--- src/rtl/sram_pkg.sv ---
// rtl/sram_pkg.sv - shared FSM state type and data-SRAM geometry for sram_ctrl
package sram_pkg;

   typedef enum logic [1:0] {
      IDLE   = 2'd0,
      ACCESS = 2'd1,
      DONE   = 2'd2
   } sram_state_e;

   localparam int unsigned SRAM_WORDS    = 64;
   localparam int unsigned SRAM_AW       = 6;
   localparam logic [31:0] DATA_SEG_BASE = 32'd1024;

endpackage

--- src/rtl/sram_ctrl.sv ---
// rtl/sram_ctrl.sv - multi-cycle MEM-stage to data-SRAM access controller with pipeline-freeze ready
// Optional range checking with addr_err output is enabled by defining SRAM_CTRL_RANGE_CHECK_EN.
module sram_ctrl
   import sram_pkg::*;
#(
   parameter int unsigned WAIT_CYCLES = 4,
   parameter logic [31:0] BASE_ADDR   = DATA_SEG_BASE
) (
   input  logic                 clk,
   input  logic                 rst,
   input  logic                 W_EN,
   input  logic                 R_EN,
   input  logic [31:0]          address,
   input  logic [31:0]          write_data,
   output logic [31:0]          read_data,
   output logic                 ready,
   output logic [SRAM_AW-1:0]   sram_addr,
   output logic                 sram_w_en,
   output logic                 sram_r_en,
   output logic [31:0]          sram_wdata,
   input  logic [31:0]          sram_rdata
`ifdef SRAM_CTRL_RANGE_CHECK_EN
   ,
   output logic                 addr_err
`endif
);

   localparam logic [3:0] LAST_CNT = 4'(WAIT_CYCLES - 1);

   sram_state_e        state_q, state_d;
   logic [3:0]         cnt_q, cnt_d;
   logic               wr_q, wr_d;
   logic [SRAM_AW-1:0] addr_q, addr_d;
   logic [31:0]        wdata_q, wdata_d;
   logic [31:0]        rdata_q, rdata_d;
   logic               w_en_q, w_en_d;
   logic               r_en_q, r_en_d;
   logic               err_q, err_d;
   logic               req;
   logic               bad_req;
   logic [SRAM_AW-1:0] word_idx;

   assign req      = W_EN | R_EN;
   // 32-bit subtraction first so addresses below the base wrap into the top of the index range
   assign word_idx = SRAM_AW'((address - BASE_ADDR) >> 2);

`ifdef SRAM_CTRL_RANGE_CHECK_EN
   assign bad_req  = (address < BASE_ADDR) || (address >= BASE_ADDR + 32'd256) ||
                     (address[1:0] != 2'b00);
   assign addr_err = err_q;
`else
   assign bad_req  = 1'b0;
`endif

   always_comb begin
      state_d = state_q;
      cnt_d   = cnt_q;
      wr_d    = wr_q;
      addr_d  = addr_q;
      wdata_d = wdata_q;
      rdata_d = rdata_q;
      w_en_d  = 1'b0;
      r_en_d  = 1'b0;
      err_d   = 1'b0;
      case (state_q)
         IDLE: begin
            if (req && bad_req) begin
               state_d = DONE;
               err_d   = 1'b1;
            end else if (req) begin
               state_d = ACCESS;
               cnt_d   = 4'd0;
               wr_d    = W_EN;
               addr_d  = word_idx;
               wdata_d = write_data;
               w_en_d  = W_EN;
               r_en_d  = ~W_EN;
            end
         end
         ACCESS: begin
            if (cnt_q == LAST_CNT) begin
               state_d = DONE;
               if (!wr_q) rdata_d = sram_rdata;
            end else begin
               cnt_d  = cnt_q + 4'd1;
               w_en_d = wr_q;
               r_en_d = ~wr_q;
            end
         end
         DONE:    state_d = IDLE;
         default: state_d = IDLE;
      endcase
   end

   always_ff @(posedge clk) begin
      if (rst) begin
         state_q <= IDLE;
         cnt_q   <= 4'd0;
         wr_q    <= 1'b0;
         addr_q  <= '0;
         wdata_q <= 32'd0;
         rdata_q <= 32'd0;
         w_en_q  <= 1'b0;
         r_en_q  <= 1'b0;
         err_q   <= 1'b0;
      end else begin
         state_q <= state_d;
         cnt_q   <= cnt_d;
         wr_q    <= wr_d;
         addr_q  <= addr_d;
         wdata_q <= wdata_d;
         rdata_q <= rdata_d;
         w_en_q  <= w_en_d;
         r_en_q  <= r_en_d;
         err_q   <= err_d;
      end
   end

   assign ready      = (state_q == DONE) || ((state_q == IDLE) && !req);
   assign read_data  = rdata_q;
   assign sram_addr  = addr_q;
   assign sram_wdata = wdata_q;
   assign sram_w_en  = w_en_q;
   assign sram_r_en  = r_en_q;

endmodule

--- config.mk ---
export PLATFORM = sky130hd
export DESIGN_NAME = sram_ctrl
export DESIGN_NICKNAME = d
export VERILOG_FILES = /design/src/rtl/sram_pkg.sv /design/src/rtl/sram_ctrl.sv
export SDC_FILE = /design/constraint.sdc
export NUM_CORES = 1
export LEC_CHECK = 0
export ABC_AREA = 1
export BUFFER_PORTS_ARGS = -buffer_cell sky130_fd_sc_hd__buf_2
export CORE_MARGIN = 2
export CORE_UTILIZATION = 49
export CTS_BUF_LIST = sky130_fd_sc_hd__clkbuf_16
export DETAILED_ROUTE_END_ITERATION = 8
export HOLD_SLACK_MARGIN = 0.02
export PLACE_DENSITY = 0.83
export SYNTH_ARGS = -nofsm -noshare
export SYNTH_HDL_FRONTEND = slang
export SYNTH_SLANG_ARGS = --single-unit
--- constraint.sdc ---
create_clock -name clk -period 2.8 [get_ports clk]
set_input_delay 0.28 -clock clk [delete_from_list [all_inputs] [get_ports clk]]
set_output_delay 0.28 -clock clk [all_outputs]
set_load 0.005 [all_outputs]
==> metrics.txt, run 1 <==
# TYPE chip_impl_metric gauge
chip_impl_metric{name="finalSetupViolCount",unit=""} 0
chip_impl_info{name="start_to_end_type_of_the_worst_setup_path",value="register to register"} 1
chip_impl_info{name="rr_startpoint",value="wr_q$_SDFFE_PP0P_"} 1
chip_impl_metric{name="clkSinkCount",unit=""} 79
chip_impl_info{name="ctsRootBufferMaster",value="clkbuf_16"} 1
chip_impl_metric{name="detailedRoute.firstPassIterationCount",unit=""} 4
chip_impl_info{name="cts_tree",value="done"} 1
chip_impl_metric{name="yosysTopAreaCellShare",unit="%"} 47.4
chip_impl_metric{name="nets",unit=""} 738
chip_impl_metric{name="syn-instance-count",unit=""} 500
chip_impl_metric{name="post-route-period-util",unit="%"} 77.3
chip_impl_info{name="holdPathEnd",value="sram_wdata[5]$_SDFFE_PP0P_"} 1
chip_impl_metric{name="flops_latches_synth",unit=""} 79
chip_impl_info{name="worstPathCellList",value="clkinv_1 -> nand2_4 -> nand2_1 -> inv_1 -> nor2_1"} 1
chip_impl_metric{name="synth.lib_cells_used.distinct",unit=""} 22
chip_impl_metric{name="detail_route.drc_violations",unit=""} 0
chip_impl_info{name="combinational_family_with_the_most_area_after_synthesis",value="simple AND/OR/NAND/NOR gates"} 1
chip_impl_metric{name="die_w",unit="um"} 86.6
chip_impl_metric{name="ios",unit=""} 173
chip_impl_info{name="rsz0062_at_grt",value="false"} 1
chip_impl_metric{name="cts.hold.buffers_added",unit=""} 0
chip_impl_metric{name="routed_length_per_placed_instance",unit="um"} 10.2
chip_impl_metric{name="inserted_clock_buffers",unit=""} 9
chip_impl_metric{name="grt_first_pass_wirelength",unit="mm"} 12.3
chip_impl_metric{name="synth-simple-area-share",unit="%"} 29.9
chip_impl_metric{name="first_global_vias",unit=""} 2972
chip_impl_metric{name="synth_xor_area_share",unit="%"} 0
chip_impl_metric{name="timing.critical_path.required",unit="ps"} 3010
chip_impl_metric{name="max_clock_freq",unit="MHz"} 462
chip_impl_metric{name="routabilityCongestion",unit=""} 0.749
chip_impl_info{name="yosys.area.top_type",value="dfxtp_1"} 1
chip_impl_metric{name="finalSetupTns",unit="ps"} 0
chip_impl_metric{name="crit_arrival",unit="ps"} 2370
chip_impl_metric{name="synth_warnings",unit=""} 0
chip_impl_metric{name="sequential_cell_area",unit="um^2"} 1580
chip_impl_metric{name="crit_fanout",unit=""} 34
chip_impl_metric{name="area_of_combinational_cells_with_multiple_inputs",unit="um^2"} 1230
chip_impl_metric{name="clockBufferDepth",unit=""} 2
chip_impl_metric{name="syn_area_per_cell",unit="um^2"} 6.68
chip_impl_metric{name="coreArea",unit="um^2"} 6680
chip_impl_metric{name="io_port_bufs",unit=""} 146
chip_impl_metric{name="fillers",unit=""} 594
chip_impl_metric{name="peakVddDrop",unit="mV"} 0.350
chip_impl_metric{name="clock_latency",unit="ps"} 310
chip_impl_metric{name="final_hold_vio_count",unit=""} 0
chip_impl_metric{name="clkSlewWorstSetupHoldPaths",unit="ps"} 60
chip_impl_metric{name="cts_repair_resize_count",unit=""} 0
chip_impl_info{name="critical_path_top_delay_cell",value="clkinv_1"} 1
chip_impl_info{name="critical_path.endpoint_type",value="register"} 1
chip_impl_metric{name="post_synthesis_compound_gate_area_fraction",unit="%"} 6.59
chip_impl_info{name="worst_setup_path_start_kind",value="register"} 1
chip_impl_metric{name="finalClockSkew",unit="ps"} 6.86
chip_impl_metric{name="cts_setup_buffers",unit=""} 0
chip_impl_metric{name="largest_net_degree_at_the_start_of_global_routing",unit=""} 39
chip_impl_metric{name="grt_overflow",unit=""} 0
chip_impl_metric{name="reg2reg_setup_slack",unit="ps"} 640
chip_impl_metric{name="core.rowCount",unit=""} 30
chip_impl_info{name="critical_path.reg2reg.endpoint",value="read_data[28]$_SDFFE_PP0P_"} 1
chip_impl_metric{name="grt_antenna_before_repair",unit=""} 0
chip_impl_info{name="hold_path.class",value="input port to register"} 1
chip_impl_metric{name="leakagePower",unit="nW"} 2.45
chip_impl_metric{name="synth_seq_area_share",unit="%"} 47.4
chip_impl_metric{name="start_util",unit="%"} 50.0
chip_impl_metric{name="ant_nets",unit=""} 0
chip_impl_metric{name="min_delay_path_depth",unit=""} 3
chip_impl_metric{name="post-dp-hpwl",unit="mm"} 5.12
chip_impl_info{name="synth.area.top_cells",value="dfxtp_1 (47%), nor2_1 (13%), inv_1 (12%), nand2_1 (9.0%), nand3_1 (5.7%)"} 1
chip_impl_metric{name="postSynthNetCount",unit=""} 601
chip_impl_metric{name="detailroute.via_count",unit=""} 3300
chip_impl_metric{name="maxSlewHeadroom",unit="%"} 35.0
chip_impl_metric{name="netlist_area",unit="um^2"} 3340
chip_impl_metric{name="timing.reg2reg.worst_path_depth",unit=""} 5
chip_impl_metric{name="report.final.slew_viol_count",unit=""} 0
chip_impl_metric{name="ctsHtreeMaxLevel",unit=""} 3
chip_impl_metric{name="dieHeight",unit="um"} 86.6
chip_impl_metric{name="drt-total-wl",unit="mm"} 7.38
chip_impl_metric{name="antenna_cells_inserted",unit=""} 0
chip_impl_metric{name="worstMarginPinSlew",unit="ps"} 969
chip_impl_metric{name="final_period_minus_worst_setup_slack",unit="ps"} 2160
chip_impl_metric{name="drive_gt1_share",unit="%"} 27.0
chip_impl_metric{name="detailedRoute.firstIterationViolations",unit=""} 71
chip_impl_metric{name="power_per_cell_area",unit="nW/um^2"} 630
chip_impl_metric{name="gr-usage-all-layers",unit="%"} 19.8
chip_impl_metric{name="synth.area.mux_share",unit="%"} 0
chip_impl_info{name="worst_hold_startpoint",value="write_data[5]"} 1
chip_impl_metric{name="area.growth.synth_to_final",unit="%"} 31.5
chip_impl_metric{name="synthAdderAreaFrac",unit="%"} 0.375
chip_impl_info{name="outcome",value="finished, final reports clean"} 1
chip_impl_metric{name="route.detailed.vias_per_inst",unit=""} 4.58
chip_impl_metric{name="fp.dieArea",unit="um^2"} 7490
chip_impl_metric{name="timing.critical_path.slowest_cell_delay",unit="ps"} 770
chip_impl_metric{name="finalCoreUtilization",unit="%"} 65.7
chip_impl_metric{name="max-cap-violations",unit=""} 0
==> Yosys cell counts <==
library cell	instances
a21oi_1	6
buf_2	10
buf_6	3
clkbuf_1	11
clkbuf_2	1
clkinv_1	2
dfxtp_1	79
ha_1	1
inv_1	103
inv_2	1
nand2_1	80
nand2_2	2
nand2_4	1
nand3_1	38
nand3b_1	1
nand4_1	1
nor2_1	119
nor2_2	1
nor2_4	1
nor3_1	1
o21ai_0	35
o21ai_1	3
==> metal layers <==
metal  share of wire [%]  up-vias  global-route usage (%)  routed length [um]
met2                  48      110                    35.7                3550
met5                   0        -                       0                   0
li1                    -     1741                       -                   -
met4                0.62        0                    5.97                  46
met3                 7.0        4                    4.86                 520
met1                  44     1445                    23.1                3260
==> cell usage in the layout, fill, tap and decap left out <==
cell type / synthesis / routed
a21oi_1: 6 / 6
buf_2: 10 / 146
buf_4: 0 / 5
bufinv_16: 0 / 2
clkbuf_16: 0 / 9
clkinv_1: 2 / 2
clkinv_2: 0 / 2
clkinv_4: 0 / 1
clkinvlp_4: 0 / 1
dfxtp_1: 79 / 79
ha_1: 1 / 1
inv_1: 103 / 103
inv_2: 1 / 1
nand2_1: 80 / 80
nand2_2: 2 / 2
nand2_4: 1 / 1
nand3_1: 38 / 38
nand3b_1: 1 / 1
nand4_1: 1 / 1
nor2_1: 119 / 118
nor2_2: 1 / 2
nor2_4: 1 / 1
nor3_1: 1 / 1
o21ai_0: 35 / 35
o21ai_1: 3 / 3
==> state kept, by name, summed over array words and instances (netlist names) <==
signal      count
sram_addr       6
sram_w_en       1
wr_q            1
cnt_q           4
sram_r_en       1
sram_wdata     32
state_q         2
read_data      32
==> cells by family after synthesis <==
group	Yosys count
DFF	79
AOI/OAI and AO/OA	44
and+or+nand+nor	245
buffers and inverters	131
adders and majority gates	1
==> final cells by class <==
| cell class | instances | share of cell area (%) |
|---|---|---|
| clock buffer | 9 | 5.13 |
| timing repair buffer | 151 | 17.5 |
| sequential | 79 | 36.0 |
| tap | 80 | 2.28 |
| clock inverter | 6 | 1.97 |
| inverter | 106 | 9.06 |
| multi-input combinational | 290 | 28.1 |
==> critical path: cells and delay by family (launching register included) <==
kind	cells	cell delay [ps]
buffers and inverters	2	850
and+or+nand+nor	3	830
DFF	1	370
==> stage by stage <==
| stage | std cells | power (mW) | setup slack (ps) | cell area (um^2) | hold WS [ps] |
|---|---|---|---|---|---|
| 5_1_grt | 721 | 2.90 | 359 | 4390 | 178 |
| 4_1_cts | 721 | 2.80 | 621 | 4390 | 175 |
| 2_1_floorplan | 500 | 1.44 | 1520 | 3340 | 415 |
| 3_5_place_dp | 706 | 1.59 | 635 | 4080 | 481 |
| 6_report | 721 | 2.77 | 636 | 4390 | 182 |
| 3_3_place_gp | 706 | 1.58 | 703 | 4080 | 467 |
==> how the worst max path moves through the flow <==
stage                     startpoint                         end  slack [ps]  cells after the start
3_3_place_gp       wr_q$_SDFFE_PP0P_   read_data[7]$_SDFFE_PP0P_         700                      5
2_1_floorplan  cnt_q[0]$_SDFFE_PP0P_  read_data[10]$_SDFFE_PP0P_        1520                      7
4_1_cts            wr_q$_SDFFE_PP0P_  read_data[28]$_SDFFE_PP0P_         620                      5
3_5_place_dp       wr_q$_SDFFE_PP0P_  read_data[28]$_SDFFE_PP0P_         640                      5
6_report           wr_q$_SDFFE_PP0P_  read_data[28]$_SDFFE_PP0P_         640                      5
5_1_grt            wr_q$_SDFFE_PP0P_  read_data[21]$_SDFFE_PP0P_         360                      5
==> power breakdown <==
| part | total, mW | switching, mW | internal (mW) |
|---|---|---|---|
| Combinational | 0.335 | 0.191 | 0.144 |
| Sequential | 1.23 | 0.0355 | 1.20 |
| Clock | 1.20 | 0.425 | 0.773 |
No activity file was read; power rests on OpenSTA's default activity.
==> run 2, diff against run 1 <==
ABC_AREA = 0   (was 1)
CORE_UTILIZATION = 41   (was 49)
PLACE_DENSITY = 0.74   (was 0.83)
clock period = 1.8 ns   (was 2.8 ns; I/O delays follow)
==> metrics.txt, run 2 <==
# TYPE chip_impl_metric gauge
chip_impl_metric{name="placed_cells_incl_taps",unit=""} 589
chip_impl_metric{name="detail_route.drc_violations",unit=""} 0
chip_impl_metric{name="die_w",unit="um"} 93.5
chip_impl_metric{name="io_port_bufs",unit=""} 146
chip_impl_metric{name="grt_antenna_before_repair",unit=""} 0
chip_impl_metric{name="postSynthNetCount",unit=""} 464
chip_impl_metric{name="route.detailed.vias_per_inst",unit=""} 5.03
chip_impl_metric{name="clock_latency",unit="ps"} 320
chip_impl_info{name="critical_path.reg2reg.endpoint",value="read_data[17]$_SDFFE_PP0P_"} 1
chip_impl_metric{name="leakagePower",unit="nW"} 1.96
chip_impl_metric{name="clkSlewWorstSetupHoldPaths",unit="ps"} 60
chip_impl_metric{name="maxSlewHeadroom",unit="%"} 49.9
chip_impl_metric{name="ctsHtreeMaxLevel",unit=""} 3
chip_impl_metric{name="grt_first_pass_wirelength",unit="mm"} 13.3
chip_impl_metric{name="drt-total-wl",unit="mm"} 8.39
chip_impl_metric{name="coreArea",unit="um^2"} 7730
chip_impl_metric{name="final_hold_vio_count",unit=""} 0
chip_impl_info{name="holdPathEnd",value="sram_addr[0]$_SDFFE_PP0P_"} 1
chip_impl_metric{name="synth.lib_cells_used.distinct",unit=""} 28
chip_impl_metric{name="inserted_clock_buffers",unit=""} 9
chip_impl_metric{name="yosysTopAreaCellShare",unit="%"} 48.2
chip_impl_metric{name="start_util",unit="%"} 42.5
chip_impl_metric{name="grt_overflow",unit=""} 0
chip_impl_metric{name="synth_seq_area_share",unit="%"} 48.2
chip_impl_info{name="hold_path.class",value="input port to register"} 1
chip_impl_info{name="critical_path.endpoint_type",value="register"} 1
chip_impl_info{name="most_frequent_standard_cell_in_the_layout_excluding_fill_and_tap_cells",value="buf_2"} 1
chip_impl_info{name="rr_startpoint",value="cnt_q[1]$_SDFFE_PP0P_"} 1
chip_impl_metric{name="synth_warnings",unit=""} 0
chip_impl_metric{name="post-dp-hpwl",unit="mm"} 5.49
chip_impl_metric{name="worstMarginPinSlew",unit="ps"} 751
chip_impl_metric{name="syn_area_per_cell",unit="um^2"} 9.04
chip_impl_metric{name="gr-usage-met2",unit="%"} 32.2
chip_impl_metric{name="first_global_vias",unit=""} 2992
chip_impl_info{name="synth_most_common_cell",value="dfxtp_1"} 1
chip_impl_metric{name="largest_net_degree_at_the_start_of_global_routing",unit=""} 44
chip_impl_info{name="rsz0062_at_grt",value="false"} 1
chip_impl_metric{name="final_period_minus_worst_setup_slack",unit="ps"} 1690
chip_impl_metric{name="finalSetupViolCount",unit=""} 0
chip_impl_metric{name="synth-async-reset-ratio",unit="%"} 0
chip_impl_metric{name="crit_fanout",unit=""} 16
chip_impl_metric{name="finish.instance_area",unit="um^2"} 4440
chip_impl_metric{name="timing.critical_path.slowest_cell_delay",unit="ps"} 400
chip_impl_metric{name="ios",unit=""} 173
chip_impl_metric{name="timing.critical_path.required",unit="ps"} 2040
chip_impl_metric{name="syn-instance-count",unit=""} 363
chip_impl_metric{name="peakVddDrop",unit="mV"} 0.519
chip_impl_info{name="worst_hold_startpoint",value="address[2]"} 1
chip_impl_metric{name="core.rowCount",unit=""} 32
chip_impl_metric{name="clockBufferDepth",unit=""} 2
chip_impl_info{name="synth.area.top_cells",value="dfxtp_1 (48%), nand2b_1 (13%), mux2i_1 (9.8%), a21oi_1 (6.3%), nand3_1 (6.1%)"} 1
chip_impl_metric{name="routabilityCongestion",unit=""} 0.800
chip_impl_metric{name="post-route-period-util",unit="%"} 94.1
chip_impl_info{name="yosys.area.top_type",value="dfxtp_1"} 1
chip_impl_metric{name="finalClockSkew",unit="ps"} 7.24
chip_impl_metric{name="flops_latches_synth",unit=""} 79
chip_impl_metric{name="detailedRoute.firstIterationViolations",unit=""} 60
chip_impl_info{name="worst_setup_path_start_kind",value="register"} 1
chip_impl_info{name="mostFrequentLayoutCells",value="buf_2 (146), dfxtp_1 (78), nand2b_1 (66)"} 1
chip_impl_info{name="critical_path_top_delay_cell",value="or3b_4"} 1
chip_impl_metric{name="routed_length_per_placed_instance",unit="um"} 13.8
chip_impl_info{name="gr-max-usage-layer",value="met2"} 1
chip_impl_metric{name="power_per_cell_area",unit="nW/um^2"} 912
chip_impl_metric{name="timing.reg2reg.worst_path_depth",unit=""} 6
chip_impl_metric{name="min_delay_path_depth",unit=""} 3
chip_impl_metric{name="drive_gt1_share",unit="%"} 36.3
chip_impl_metric{name="fp.dieArea",unit="um^2"} 8740
chip_impl_metric{name="area.growth.synth_to_final",unit="%"} 35.3
chip_impl_metric{name="synth_enable_flop_cells",unit=""} 0
chip_impl_info{name="cts_tree",value="done"} 1
chip_impl_info{name="ctsRootBufferMaster",value="clkbuf_16"} 1
chip_impl_info{name="synth_common_cells",value="dfxtp_1 (79), nand2b_1 (66), a21oi_1 (41)"} 1
chip_impl_metric{name="report.final.slew_viol_count",unit=""} 0
chip_impl_info{name="outcome",value="finished, final reports clean"} 1
chip_impl_metric{name="reg2reg_setup_slack",unit="ps"} 110
chip_impl_metric{name="detailedRoute.firstPassIterationCount",unit=""} 4
chip_impl_metric{name="cts.hold.buffers_added",unit=""} 0
chip_impl_metric{name="max-cap-violations",unit=""} 0
chip_impl_metric{name="finalSetupTns",unit="ps"} 0
chip_impl_metric{name="antenna_cells_inserted",unit=""} 0
chip_impl_metric{name="clkSinkCount",unit=""} 79
chip_impl_metric{name="grt_use_met1",unit="%"} 22.5
chip_impl_metric{name="gr-usage-all-layers",unit="%"} 19.0
chip_impl_metric{name="crit_arrival",unit="ps"} 1930
chip_impl_metric{name="netlist_area",unit="um^2"} 3280
chip_impl_metric{name="final_cells",unit=""} 609
chip_impl_metric{name="detailroute.via_count",unit=""} 3065
chip_impl_metric{name="post-layout-total-power",unit="mW"} 4.05
chip_impl_info{name="worstPathCellList",value="ha_1 -> or3b_4 -> nor3_4 -> buf_4 -> buf_12 -> mux2i_1"} 1
chip_impl_metric{name="nets",unit=""} 603
chip_impl_metric{name="ant_nets",unit=""} 0
chip_impl_metric{name="grt_use_met3",unit="%"} 5.24
chip_impl_metric{name="dpl-instance-area",unit="um^2"} 4100
chip_impl_info{name="most_used_flip_flop_cell_after_synthesis",value="dfxtp_1"} 1
chip_impl_metric{name="max_clock_freq",unit="MHz"} 590
chip_impl_info{name="start_to_end_type_of_the_worst_setup_path",value="register to register"} 1
chip_impl_metric{name="dieHeight",unit="um"} 93.5
run 2: cell count changes after synthesis, sizes merged, moves of 3 or more:
cell | previous run | this run
o221ai | 0 | 3
nand2 | 83 | 0
nor2b | 0 | 3
nor2 | 121 | 7
a21oi | 6 | 41
mux2i | 0 | 32
nor3 | 1 | 4
clkbuf | 12 | 27
nand2b | 0 | 66
buf | 13 | 7
inv | 104 | 1
run 2: logic make-up (layout without fill, tap and decap cells):
group	after synthesis	after routing	synth area share [%]
muxes	32	32	9.76
DFF	79	79	48.2
adders and majority gates	1	1	0.381
buffers and inverters	35	179	4.77
and+or+nand+nor	128	128	22.8
AOI/OAI and AO/OA	88	88	14.1
run 2: cell type report:
class,instances,area (um^2)
Fill cell,678,3290
Sequential cell,79,1580
Multi-Input combinational cell,249,1550
Timing Repair Buffer,162,885
Clock buffer,9,225
Tap cell,102,128
Clock inverter,7,63.8
Inverter,1,3.75
run 2: metrics by stage:
stage	setup slack [ps]	hold slack, ps	utilization (%)
3_3_place_gp	107	432	53.0
3_5_place_dp	11.5	438	53.0
2_1_floorplan	58.7	328	-
5_1_grt	40.0	96.2	57.4
4_1_cts	12.7	88.7	56.8
6_report	106	101	57.4
run 2: repair_timing:
action / CTS / global route
endpoints found under the hold margin: 0 / 0
setup endpoints to repair: 3 / 32
pin swaps: 0 / 1
gates resized for setup: 1 / 1
buffers inserted: 0 / 2
cloned: 0 / 2
run 2: how the worst max path moves through the flow:
stage                                startpoint                    endpoint  slack [ps]  cells after the start
after floorplan           cnt_q[0]$_SDFFE_PP0P_  read_data[10]$_SDFFE_PP0P_          60                      6
after global routing      cnt_q[0]$_SDFFE_PP0P_  read_data[10]$_SDFFE_PP0P_          40                      6
after CTS                 cnt_q[0]$_SDFFE_PP0P_  read_data[17]$_SDFFE_PP0P_          10                      5
after detailed placement  cnt_q[0]$_SDFFE_PP0P_  read_data[17]$_SDFFE_PP0P_          10                      5
after global placement    cnt_q[0]$_SDFFE_PP0P_   read_data[0]$_SDFFE_PP0P_         110                      5
final                     cnt_q[1]$_SDFFE_PP0P_  read_data[17]$_SDFFE_PP0P_         110                      6
run 2: power by group:
group / internal [mW] / switching [mW]
clock network: 1.06 / 0.676
registers: 1.82 / 0.0368
logic: 0.215 / 0.237
run 2: per-layer routing:
metal  share of wire [%]  routed length (um)
met5                   0                   0
met4                 1.2                  99
met3                 8.5                 713
met2                  46                3900
met1                  44                3670
run 2: worst max-delay path, delay by kind of cell, from the launching register on:
| kind | cells | cell delay [ps] |
|---|---|---|
| flops | 1 | 360 |
| simple gates | 2 | 530 |
| mux | 1 | 220 |
| buf+inv | 2 | 310 |
| fa+ha+maj | 1 | 190 |
==> run 3, diff against run 2 <==
CAP_MARGIN = 15   (was not set)
CORE_ASPECT_RATIO = 0.7   (was not set)
CTS_BUF_LIST = not set   (was sky130_fd_sc_hd__clkbuf_16)
==> metrics.txt, run 3 (same netlist as run 2, synthesis figures left out) <==
# TYPE chip_impl_metric gauge
chip_impl_info{name="outcome",value="finished, final reports clean"} 1
chip_impl_metric{name="worstMarginPinSlew",unit="ps"} 741
chip_impl_metric{name="grt_antenna_before_repair",unit=""} 0
chip_impl_metric{name="timing.reg2reg.worst_path_depth",unit=""} 6
chip_impl_metric{name="nets",unit=""} 600
chip_impl_metric{name="route.detailed.vias_per_inst",unit=""} 5.01
chip_impl_metric{name="clkSlewWorstSetupHoldPaths",unit="ps"} 60
chip_impl_metric{name="start_util",unit="%"} 42.1
chip_impl_metric{name="crit_fanout",unit=""} 16
chip_impl_metric{name="area.growth.synth_to_final",unit="%"} 37.4
chip_impl_metric{name="detailedRoute.firstIterationViolations",unit=""} 147
chip_impl_info{name="most_frequent_standard_cell_in_the_layout_excluding_fill_and_tap_cells",value="buf_2"} 1
chip_impl_metric{name="inserted_clock_buffers",unit=""} 9
chip_impl_metric{name="relative_contribution_of_combinational_cells_to_total_power",unit="%"} 10.4
chip_impl_metric{name="max-cap-violations",unit=""} 0
chip_impl_metric{name="finalCoreUtilization",unit="%"} 57.8
chip_impl_metric{name="dieHeight",unit="um"} 78.9
chip_impl_metric{name="clockBufferDepth",unit=""} 2
chip_impl_metric{name="drt-total-wl",unit="mm"} 8.16
chip_impl_metric{name="final_period_minus_worst_setup_slack",unit="ps"} 1700
chip_impl_metric{name="peakVddDrop",unit="mV"} 0.541
chip_impl_metric{name="finalSetupTns",unit="ps"} 0
chip_impl_metric{name="power.share.clock",unit="%"} 47.1
chip_impl_metric{name="crit_arrival",unit="ps"} 1940
chip_impl_metric{name="p_sw_share",unit="%"} 21.4
chip_impl_metric{name="fillers",unit=""} 706
chip_impl_metric{name="finish.instance_area",unit="um^2"} 4510
chip_impl_metric{name="ant_nets",unit=""} 0
chip_impl_metric{name="reg2reg_setup_slack",unit="ps"} 100
chip_impl_metric{name="cts.hold.buffers_added",unit=""} 0
chip_impl_metric{name="max_clock_freq",unit="MHz"} 590
chip_impl_metric{name="power_per_cell_area",unit="nW/um^2"} 970
chip_impl_metric{name="core.rowCount",unit=""} 27
chip_impl_metric{name="ios",unit=""} 173
chip_impl_metric{name="detail_route.drc_violations",unit=""} 0
chip_impl_metric{name="detailroute.via_count",unit=""} 3030
chip_impl_metric{name="finalClockSkew",unit="ps"} 5.67
chip_impl_info{name="rsz0062_at_grt",value="false"} 1
chip_impl_metric{name="sequential_cell_area",unit="um^2"} 1580
chip_impl_metric{name="drive_gt1_share",unit="%"} 35.9
chip_impl_info{name="critical_path.endpoint_type",value="register"} 1
chip_impl_metric{name="post-route-period-util",unit="%"} 94.2
chip_impl_metric{name="area_of_combinational_cells_with_multiple_inputs",unit="um^2"} 1550
chip_impl_info{name="cts_tree",value="done"} 1
chip_impl_metric{name="leakagePower",unit="nW"} 1.98
chip_impl_metric{name="routabilityCongestion",unit=""} 0.774
chip_impl_metric{name="routed_length_per_placed_instance",unit="um"} 13.5
chip_impl_metric{name="die_w",unit="um"} 111
chip_impl_metric{name="largest_net_degree_at_the_start_of_global_routing",unit=""} 54
chip_impl_metric{name="dpl-instance-area",unit="um^2"} 4110
chip_impl_metric{name="net-switching-power",unit="mW"} 0.938
chip_impl_metric{name="ctsHtreeMaxLevel",unit=""} 3
chip_impl_info{name="start_to_end_type_of_the_worst_setup_path",value="register to register"} 1
chip_impl_metric{name="antenna_cells_inserted",unit=""} 0
chip_impl_metric{name="maxSlewHeadroom",unit="%"} 50.6
chip_impl_metric{name="report.final.slew_viol_count",unit=""} 0
chip_impl_metric{name="power_frac_seq",unit="%"} 42.5
chip_impl_metric{name="clock_latency",unit="ps"} 320
chip_impl_metric{name="power_report.internal_total",unit="mW"} 3.44
chip_impl_metric{name="coreArea",unit="um^2"} 7800
chip_impl_metric{name="gr-usage-all-layers",unit="%"} 18.2
chip_impl_metric{name="fp.dieArea",unit="um^2"} 8750
chip_impl_info{name="worst_setup_path_start_kind",value="register"} 1
chip_impl_info{name="ctsRootBufferMaster",value="clkbuf_16"} 1
chip_impl_metric{name="finalSetupViolCount",unit=""} 0
chip_impl_metric{name="final_hold_vio_count",unit=""} 0
chip_impl_metric{name="grt_first_pass_wirelength",unit="mm"} 13.3
chip_impl_info{name="mostFrequentLayoutCells",value="buf_2 (146), dfxtp_1 (79), nand2b_1 (66)"} 1
chip_impl_info{name="hold_path.class",value="input port to register"} 1
chip_impl_metric{name="min_delay_path_depth",unit=""} 3
chip_impl_metric{name="grt_overflow",unit=""} 0
chip_impl_metric{name="io_port_bufs",unit=""} 146
chip_impl_metric{name="clkSinkCount",unit=""} 79
chip_impl_metric{name="first_global_vias",unit=""} 3023
chip_impl_metric{name="post-dp-hpwl",unit="mm"} 5.47
chip_impl_metric{name="timing.critical_path.required",unit="ps"} 2040
chip_impl_metric{name="detailedRoute.firstPassIterationCount",unit=""} 4
## run 3: what timing repair did
action / in CTS / in global routing
endpoints found under the setup margin: 0 / 32
endpoints found under the hold margin: 0 / 0
resized for setup: 0 / 1
buffers inserted: 0 / 2
## run 3: worst paths after layout
check	startpoint	end
worst max register to register	cnt_q[0]$_SDFFE_PP0P_	read_data[20]$_SDFFE_PP0P_
worst max-delay path	cnt_q[0]$_SDFFE_PP0P_	read_data[20]$_SDFFE_PP0P_
worst min-delay path	write_data[15]	sram_wdata[15]$_SDFFE_PP0P_
worst min register to register	sram_wdata[20]$_SDFFE_PP0P_	sram_wdata[20]$_SDFFE_PP0P_
## run 3: final cells by class
| type | count | share of cell area, % |
|---|---|---|
| Sequential cell | 79 | 35.1 |
| Tap cell | 101 | 2.80 |
| Timing Repair Buffer | 159 | 19.9 |
| Multi-Input combinational cell | 249 | 34.4 |
| Clock buffer | 11 | 5.38 |
| Inverter | 1 | 0.0832 |
| Clock inverter | 5 | 2.33 |
## run 3: critical path, stage by stage (launching register included)
cell and delay [ps]:
dfxtp_1 370, ha_1 180, or3b_4 400, nor3_4 140, buf_4 140, buf_12 160
mux2i_1 220
## run 3: per-layer routing
layer	vias to the layer above	routed length (um)	track usage, %
met4	0	110	6.88
li1	1527	-	-
met5	-	0	0
met3	10	483	5.19
met1	1389	3660	20.6
met2	104	3910	32.8
## run 3: metrics by stage
step	total power [mW]	std cells	hold WS (ps)	setup WS (ps)
2_1_floorplan	2.14	363	328	58.7
3_3_place_gp	2.34	585	432	91.9
3_5_place_dp	2.35	585	440	36.7
4_1_cts	4.43	601	91.6	5.98
5_1_grt	4.56	605	99.3	10.3
6_report	4.38	605	104	104
## run 3: power by group through the flow
stage               clock (mW)  sequential, mW  combinational, mW
floorplan                    0            1.90              0.235
global placement             0            1.89              0.443
detailed placement           0            1.90              0.455
CTS                       2.11            1.86              0.456
global route              2.18            1.87              0.513
finish                    2.06            1.86              0.454
